## src/rtl/ai_act_pkg.sv

```systemverilog
// ============================================================================
// Module      : ai_act_pkg
// Description : Shared activation/data-type codes, arbiter FSM states and
//               per-type enable-hold latency helper.
// Revision    : 1.0
// ============================================================================
`default_nettype none

package ai_act_pkg;

    localparam logic [2:0] ACT_RELU    = 3'b100;
    localparam logic [2:0] ACT_SIGMOID = 3'b101;
    localparam logic [2:0] ACT_TANH    = 3'b110;

    localparam logic [2:0] DT_FP32  = 3'b101;
    localparam logic [2:0] DT_INT32 = 3'b010;

    localparam int LAT_W = 8;

    typedef enum logic [1:0] {
        ST_IDLE    = 2'd0,
        ST_ISSUE   = 2'd1,
        ST_CAPTURE = 2'd2,
        ST_RESP    = 2'd3
    } arb_state_e;

    // Sigmoid/Tanh use the deep pipe; everything else (incl. pass-through) is short.
    function automatic logic [LAT_W-1:0] lat_for_type(input logic [2:0] act_type,
                                                      input int        relu_lat,
                                                      input int        cplx_lat);
        if (act_type == ACT_SIGMOID || act_type == ACT_TANH)
            return LAT_W'(cplx_lat);
        return LAT_W'(relu_lat);
    endfunction

endpackage

`default_nettype wire

```

## src/rtl/ai_rr_arbiter.sv

```systemverilog
// ============================================================================
// Module      : ai_rr_arbiter
// Description : Combinational round-robin pick: first request at/after the
//               pointer, wrapping; one-hot grant plus encoded index.
// Revision    : 1.0
// ============================================================================
`default_nettype none

module ai_rr_arbiter #(
    parameter  int N  = 4,
    localparam int IW = $clog2(N)
) (
    input  logic [N-1:0]  i_req,
    input  logic [IW-1:0] i_ptr,
    output logic [N-1:0]  o_grant,
    output logic [IW-1:0] o_idx,
    output logic          o_any
);

    logic [IW:0] w_k;

    always_comb begin
        o_grant = '0;
        o_idx   = '0;
        o_any   = 1'b0;
        w_k     = '0;
        for (int i = 0; i < N; i++) begin
            w_k = {1'b0, i_ptr} + (IW+1)'(i);
            if (w_k >= (IW+1)'(N))
                w_k = w_k - (IW+1)'(N);
            if (!o_any && i_req[w_k[IW-1:0]]) begin
                o_any                 = 1'b1;
                o_idx                 = w_k[IW-1:0];
                o_grant[w_k[IW-1:0]]  = 1'b1;
            end
        end
    end

endmodule

`default_nettype wire

```

## src/rtl/ai_activation_arbiter.sv

```systemverilog
// ============================================================================
// Module      : ai_activation_arbiter
// Description : Round-robin sharing of one activation unit between NUM_REQ
//               requesters, one op in flight, tagged valid/ready response.
//               Optional ACT_ARB_PERF_CNT_EN adds grant/busy perf counters.
// Revision    : 1.0
// ============================================================================
`default_nettype none

module ai_activation_arbiter
    import ai_act_pkg::*;
#(
    parameter  int NUM_REQ  = 4,
    parameter  int XLEN     = 64,
    parameter  int RELU_LAT = 1,
    parameter  int CPLX_LAT = 4,
    localparam int IDW      = $clog2(NUM_REQ)
) (
    input  logic                    clk,
    input  logic                    rst,
    input  logic [NUM_REQ-1:0]      req_valid,
    output logic [NUM_REQ-1:0]      req_ready,
    input  logic [NUM_REQ*3-1:0]    req_type,
    input  logic [NUM_REQ*3-1:0]    req_dtype,
    input  logic [NUM_REQ*XLEN-1:0] req_data,
    output logic                    rsp_valid,
    input  logic                    rsp_ready,
    output logic [IDW-1:0]          rsp_id,
    output logic [XLEN-1:0]         rsp_data,
    output logic                    rsp_ovf,
    output logic                    rsp_unf,
    output logic                    act_enable,
    output logic [2:0]              act_type,
    output logic [2:0]              act_dtype,
    output logic [XLEN-1:0]         act_data,
    input  logic [XLEN-1:0]         act_result,
    input  logic                    act_valid,
    input  logic                    act_overflow,
    input  logic                    act_underflow,
    output logic                    busy,
    output logic                    proto_err
`ifdef ACT_ARB_PERF_CNT_EN
    ,
    output logic [NUM_REQ*32-1:0]   perf_grants,
    output logic [31:0]             perf_busy
`endif
);

    arb_state_e        r_state;
    logic [IDW-1:0]    r_ptr;
    logic [IDW-1:0]    r_id;
    logic [LAT_W-1:0]  r_cnt;

    logic [NUM_REQ-1:0] w_grant;
    logic [IDW-1:0]     w_idx;
    logic               w_any;
    logic [2:0]         w_sel_type;
    logic [2:0]         w_sel_dtype;
    logic [XLEN-1:0]    w_sel_data;
    logic               w_idle;

    assign w_idle    = (r_state == ST_IDLE);
    assign busy      = !w_idle;
    assign req_ready = (w_idle && !rst) ? w_grant : '0;

    ai_rr_arbiter #(.N(NUM_REQ)) u_rr (
        .i_req   (req_valid),
        .i_ptr   (r_ptr),
        .o_grant (w_grant),
        .o_idx   (w_idx),
        .o_any   (w_any)
    );

    always_comb begin
        w_sel_type  = '0;
        w_sel_dtype = '0;
        w_sel_data  = '0;
        for (int i = 0; i < NUM_REQ; i++) begin
            if (w_grant[i]) begin
                w_sel_type  = req_type[i*3 +: 3];
                w_sel_dtype = req_dtype[i*3 +: 3];
                w_sel_data  = req_data[i*XLEN +: XLEN];
            end
        end
    end

    always_ff @(posedge clk) begin
        if (rst) begin
            r_state    <= ST_IDLE;
            r_ptr      <= '0;
            r_id       <= '0;
            r_cnt      <= '0;
            act_enable <= 1'b0;
            act_type   <= '0;
            act_dtype  <= '0;
            act_data   <= '0;
            rsp_valid  <= 1'b0;
            rsp_id     <= '0;
            rsp_data   <= '0;
            rsp_ovf    <= 1'b0;
            rsp_unf    <= 1'b0;
            proto_err  <= 1'b0;
        end else begin
            case (r_state)
                ST_IDLE: begin
                    if (w_any) begin
                        r_id       <= w_idx;
                        act_type   <= w_sel_type;
                        act_dtype  <= w_sel_dtype;
                        act_data   <= w_sel_data;
                        act_enable <= 1'b1;
                        r_cnt      <= lat_for_type(w_sel_type, RELU_LAT, CPLX_LAT);
                        r_ptr      <= (w_idx == IDW'(NUM_REQ-1)) ? '0 : w_idx + 1'b1;
                        r_state    <= ST_ISSUE;
                    end
                end
                ST_ISSUE: begin
                    // Enable is held for exactly the loaded count of cycles.
                    if (r_cnt <= LAT_W'(1)) begin
                        act_enable <= 1'b0;
                        r_state    <= ST_CAPTURE;
                    end else begin
                        r_cnt <= r_cnt - 1'b1;
                    end
                end
                ST_CAPTURE: begin
                    rsp_data  <= act_result;
                    rsp_ovf   <= act_overflow;
                    rsp_unf   <= act_underflow;
                    rsp_id    <= r_id;
                    rsp_valid <= 1'b1;
                    if (!act_valid)
                        proto_err <= 1'b1;
                    r_state <= ST_RESP;
                end
                ST_RESP: begin
                    if (rsp_ready) begin
                        rsp_valid <= 1'b0;
                        r_state   <= ST_IDLE;
                    end
                end
                default: r_state <= ST_IDLE;
            endcase
        end
    end

`ifdef ACT_ARB_PERF_CNT_EN
    always_ff @(posedge clk) begin
        if (rst) begin
            perf_grants <= '0;
            perf_busy   <= '0;
        end else begin
            if (busy)
                perf_busy <= perf_busy + 32'd1;
            for (int i = 0; i < NUM_REQ; i++) begin
                if (req_valid[i] && req_ready[i])
                    perf_grants[i*32 +: 32] <= perf_grants[i*32 +: 32] + 32'd1;
            end
        end
    end
`endif

endmodule

`default_nettype wire
```

## config.mk

```make
export PLATFORM = sky130hd
export DESIGN_NAME = ai_activation_arbiter
export DESIGN_NICKNAME = d
export VERILOG_FILES = /design/src/rtl/ai_act_pkg.sv /design/src/rtl/ai_rr_arbiter.sv /design/src/rtl/ai_activation_arbiter.sv
export SDC_FILE = /design/constraint.sdc
export NUM_CORES = 1
export LEC_CHECK = 0
export ABC_AREA = 1
export CORE_AREA = 2 2 194 196
export DETAILED_ROUTE_END_ITERATION = 10
export DIE_AREA = 0 0 196 198
export PLACE_DENSITY = 0.54
export REMOVE_ABC_BUFFERS = 1
export SETUP_SLACK_MARGIN = 0.3
export SYNTH_ARGS = -nofsm -noshare
export SYNTH_HDL_FRONTEND = slang
export SYNTH_SLANG_ARGS = --single-unit
```

## constraint.sdc

```tcl
create_clock -name clk -period 8.9 [get_ports clk]
set_clock_uncertainty 0.15 [all_clocks]
set_input_delay 1.78 -clock clk [delete_from_list [all_inputs] [get_ports clk]]
set_output_delay 1.78 -clock clk [all_outputs]
set_load 0.05 [all_outputs]
```

# Yosys cells after proc, flatten, opt, wreduce, memory -nomap -nowiden
# Index checks and enable logic that the tools add are counted.
classes:
  n_reduce_logical: 23
  n_lt_le_gt_ge: 13
  n_eq_ne: 10
  add_sub_neg: 9
  mux: 64
  n_bitwise: 4
op_table:
  columns: ["cell", "n"]
  rows:
  - ["$mux W64", 4]
  - ["$mux W8", 4]
  - ["$mux W2", 12]
  - ["$mux W3", 8]
  - ["$mux W4", 5]
  - ["$mux W1", 19]
  - ["$pmux W8 S2", 1]
  - ["$lt A2 B3 Y1 const B", 4]
  - ["$or A4 B4 Y4", 3]
  - ["$ge A3 B3 Y1 const B", 3]
  - ["$reduce_and A3 Y1", 3]
  - ["$bmux W1 S2", 4]
  - ["$demux W1 S2", 4]
  - ["$ge A2 B1 Y1 const B", 4]
  - ["$le A8 B1 Y1 const B", 1]
  - ["$logic_and A1 B1 Y1", 8]
  - ["$pmux W2 S4", 1]
  - ["$sub A2 B1 Y2 const B", 4]
  - ["$sub A8 B1 Y8 const B", 1]
  - ["$add A2 B2 Y3 const B", 2]
  - ["$eq A2 B2 Y1 const B", 3]
  - ["$eq A3 B3 Y1 const B", 2]
  - ["$ne A2 B2 Y1 const B", 3]
  - ["$reduce_and A2 Y1", 3]
  - ["other kinds (11)", 17]
totals:
  output_inout_bits: 146
  reg_bits: 155
  word_cells: 137
  input_bits: 354

# Longest topological paths before layout
logic_depth:
  depth_word: 27
  mapped_depth: 20
  mapped_depth_nobuf: 19

# Modules after synthesis
# A second synthesis with hierarchy kept.
hier_totals:
  cells_unflattened: 1152
  area_unflattened_um2: 7978.9
modules_own_cells:
  columns: ["mod", "seq_area_each_um2", "cells_each", "instances", "area_per_inst_um2"]
  rows:
  - ["ai_activation_arbiter", 3103.0, 1078, 1, 7538.5]
  - ["ai_rr_arbiter", 0.0, 74, 1, 440.4]

# Least setup slack after synthesis
# No wires, ideal clock.
synth_path:
  path_type: "input-to-output"
  startpoint: "input req_valid[2]"
  endpoint: "output req_ready[2]"
  required_ps: 6970
  cell_stages: 10
  path_slack_ps: 3622
  n_path_buf: 2
  t_arrival_ps: 3348
  cell_sequence: "inv_1 -> o211ai_1 -> nand2_1 -> nor2_1 -> nand2_1 -> nand3_2 -> buf_2 -> buf_1 -> nand2_1 -> inv_1"
synth_via:
  elab_chain_len: 13
  elab_cells_between_ends: 25
  cone_classes: "mux: 16; bitwise: 3; reduce/logical: 6"
synth_rtl:
  columns: ["item", "line_no", "rtl"]
  rows:
  - ["start: declaration", "ai_activation_arbiter.sv:21", "input logic [NUM_REQ-1:0] req_valid,"]
  - ["$bmux W1 S2", "ai_rr_arbiter.sv:31", "if (!o_any && i_req[w_k[IW-1:0]]) begin"]
  - ["$mux W1 (implied by the code)", "ai_rr_arbiter.sv:31", null]
  - ["$mux W1", "ai_rr_arbiter.sv:31", null]
  - ["$logic_not A1 Y1", "ai_rr_arbiter.sv:31", null]
  - ["$logic_and A1 B1 Y1", "ai_rr_arbiter.sv:31", null]
  - ["$mux W1", "ai_rr_arbiter.sv:31", null]
  - ["$logic_not A1 Y1", "ai_rr_arbiter.sv:31", null]
  - ["$logic_and A1 B1 Y1", "ai_rr_arbiter.sv:31", null]
  - ["$mux W1", "ai_rr_arbiter.sv:31", null]
  - ["$logic_not A1 Y1", "ai_rr_arbiter.sv:31", null]
  - ["$logic_and A1 B1 Y1", "ai_rr_arbiter.sv:31", null]
  - ["$mux W4 (*)", "ai_rr_arbiter.sv:31", null]
  - ["$mux W4 (*)", "ai_activation_arbiter.sv:64", "assign req_ready = (w_idle && !rst) ? w_grant : '0;"]
  - ["end: declaration", "ai_activation_arbiter.sv:22", "output logic [NUM_REQ-1:0] req_ready,"]
# Every way passes the cells marked *; elsewhere a longest branch is shown, timed or not. The select of a mux whose other input is x is not followed.

# Final worst setup path
layout_path:
  startpoint: "input req_valid[2]"
  endpoint: "output req_ready[0]"
# Same word-level chain as after synthesis.

==> impl_metrics.toml <==
[sta]
grt_setup_unrepaired = "no"
worst_pin_slew_ps = 1010
post-route-period-util_pct = 70.1
slew_viol_final = 0
holdWs_ps = 317
fin_tns_setup_ps = 0
period_minus_slack_ps = 6240
relSlewSlack_pct = 32.6
setup_violations = 0
fmax_mhz = 160
finalHoldViolations = 0

[drt]
drc_errors = 0
firstDrtPassIters = 4
vias_per_cell = 4.54
wl_met2_um = 18500
wl_um = 38300
ant_nets = 0
drt-met1-wl_um = 16600
vias = 10000
avgRoutedWirePerCell_um = 17.4
dr_wl_met3_um = 2000
highest-signal-layer = "met5"
drt_iter0_drc = 401

[yosys]
synth_area_leaders = "dfxtp_1, a21oi_1, o21ai_0, nand2_1, nor2_1"
synth_compound_area_share_pct = 28.1
synth_edf_count = 0
postSynthAreaPerCell_sq_um = 6.44
synth-simple-area-share_pct = 22.0
synth_fa_ha_area_share_pct = 1.98
synthFlopType = "dfxtp_1"
async_reset_ff_share_pct = 0
synth_seq_area_share_pct = 37.7
synth_top_family_by_area = "compound AO/OA/AOI/OAI gates"
synth_top_area_cell = "dfxtp_1"
synth_top_area_share_pct = 37.7
synth_warnings = 0
yosys.area_share.xor_xnor_pct = 0.107
yosys.cell_count.top_type = "nand2_1"
synth_area_sq_mm = 0.00822
yosysUniqueCellTypes = 37
synth_mux_area_share_pct = 0
yosys-top-cells-count = "nand2_1, a21oi_1, o21ai_0"
syn_inst = 1276
ys_ff_latch = 155

[worst_setup_path]
ff2ff_path_depth = 14
critical_path.most_common_cell = "nand2_1"
crit_type = "primary input to output pin"
critPathLaunchType = "primary input"
cp.required_ps = 6970
cp-end-kind = "output pin"
crit_arrival_ps = 4310
crit_fanout = 7
cp_slowest_cell = "clkdlybuf4s50_1"
worstPathCellList = "clkdlybuf4s50_1 -> inv_1 -> o211ai_1 -> nand2_1 -> nor2_1 -> nand2_1 -> nand3_1 -> nand2_1 -> inv_1 -> clkdlybuf4s50_1"
cpPeakStageDelay_ps = 790

[clocking]
hold_buffers = 0
cts_tree = "done"
worst_skew_pair.late_latency_ps = 430
numCtsBuffers = 17
clkSinkCount = 155
post_cts_resized = 0
clkTransAtPathRegs_ps = 60
htree_levels = 4
cts_setup_buffers = 0
cts_root_buf = "clkbuf_16"
clock_path_buffers = 2

[placement]
hpwl_um = 27900
io_buffers = 499
place_inst = 2170
gp_congestion = 0.908

[die]
io_pins = 500
die_w_um = 196
rows = 71
core_region_area_sq_mm = 0.0370
floorplan.initialDensity_pct = 22.2
die-area_sq_mm = 0.0388
die_y_um = 198

[pwr]
power.leakage_nw = 5.94
cellPowerDensity_mw_per_mm2 = 380
ir_worst_vdd_v = 0.000187
finalPower_w = 0.00536

[finish]
area.growth.synth_to_final_pct = 71.4
drive_gt1_share_pct = 3.53
nets = 2082
num_antenna_cells = 0
stdcell_count = 2201

[global_routing]
grt-ovfl-total = 0
grt_antenna_before_repair = 3
grt_pass1_vias = 9625
grt_usage_pct = 18.9
grt_max_degree = 96
grt_pass1_wl_um = 56600

[min_path]
hold_class = "flip-flop to flip-flop"
whs_path_depth = 1

[job]
drv_cap = 0

[status]
status = "complete, no violations"
through the flow:
stage | instance area (sq um) | utilization, % | worst slack (ps)
floorplan | 7800 | - | 2690
global placement | 13500 | 36.6 | 2710
detailed placement | 13500 | 36.6 | 2680
CTS | 14100 | 38.1 | 2670
global route | 14100 | 38.1 | 2460
finish | 14100 | 38.1 | 2660
power by group:
part,switching [W],leakage [nW],internal (W)
combinational,0.00245,4.38,0.00110
sequential,0.000128,1.28,0.000931
clock,0.000319,0.283,0.000428
total,0.00290,5.94,0.00246
metal layers:
| metal | global-route usage [%] | vias to the layer above |
|---|---|---|
| li1 | - | 5043 |
| met1 | 23.0 | 4617 |
| met2 | 32.6 | 283 |
| met3 | 4.70 | 55 |
| met4 | 6.37 | 2 |
| met5 | 0 | - |
state kept, by name, summed over array words and instances, names as in the netlist, named ones only:
register,count
r_ptr,1
rsp_data,64
r_cnt,8
act_dtype,3
act_type,3
act_enable,1
act_data,64
r_id,2
proto_err,1
rsp_unf,1
rsp_ovf,1
r_state,2
rsp_id,2
rsp_valid,1
final cells by class:
cell class | count | area, sq um
clock inverter | 10 | 118
timing repair buffer | 511 | 5080
fill | 3935 | 22900
multi-input combinational | 922 | 4320
inverter | 108 | 409
tap | 474 | 593
clock buffer | 21 | 460
sequential | 155 | 3100
critical path, delay by kind of cell:
family	cells	cell delay, ps
AND/OR/NAND/NOR	5	970
AO/OA/AOI/OAI	1	150
buffers and inverters	4	1400
layout by cell type, fill, tap and decap left out, types with 16 or more instances in the layout:
master / n
clkbuf_16: 17
nand3_1: 16
nand2_1: 266
inv_1: 103
dfxtp_1: 155
a21oi_1: 223
nor2_1: 155
clkdlybuf4s50_1: 499
o21ai_0: 207
cell families after synthesis:
kind of cell,after synthesis
flops,155
simple gates,456
buf+inv,199
compound gates,452
fa+ha+maj,13
xor+xnor,1
worst paths after layout:
path                              startpoint      endpoint  slack, ps
worst min-delay path                r_cnt[7]      r_cnt[7]        320
worst max-delay path            req_valid[2]  req_ready[0]       2660
worst min register to register      r_cnt[7]      r_cnt[7]        320
worst max register to register     flip-flop  act_dtype[1]       4590
(Power assumes the default switching activity.)
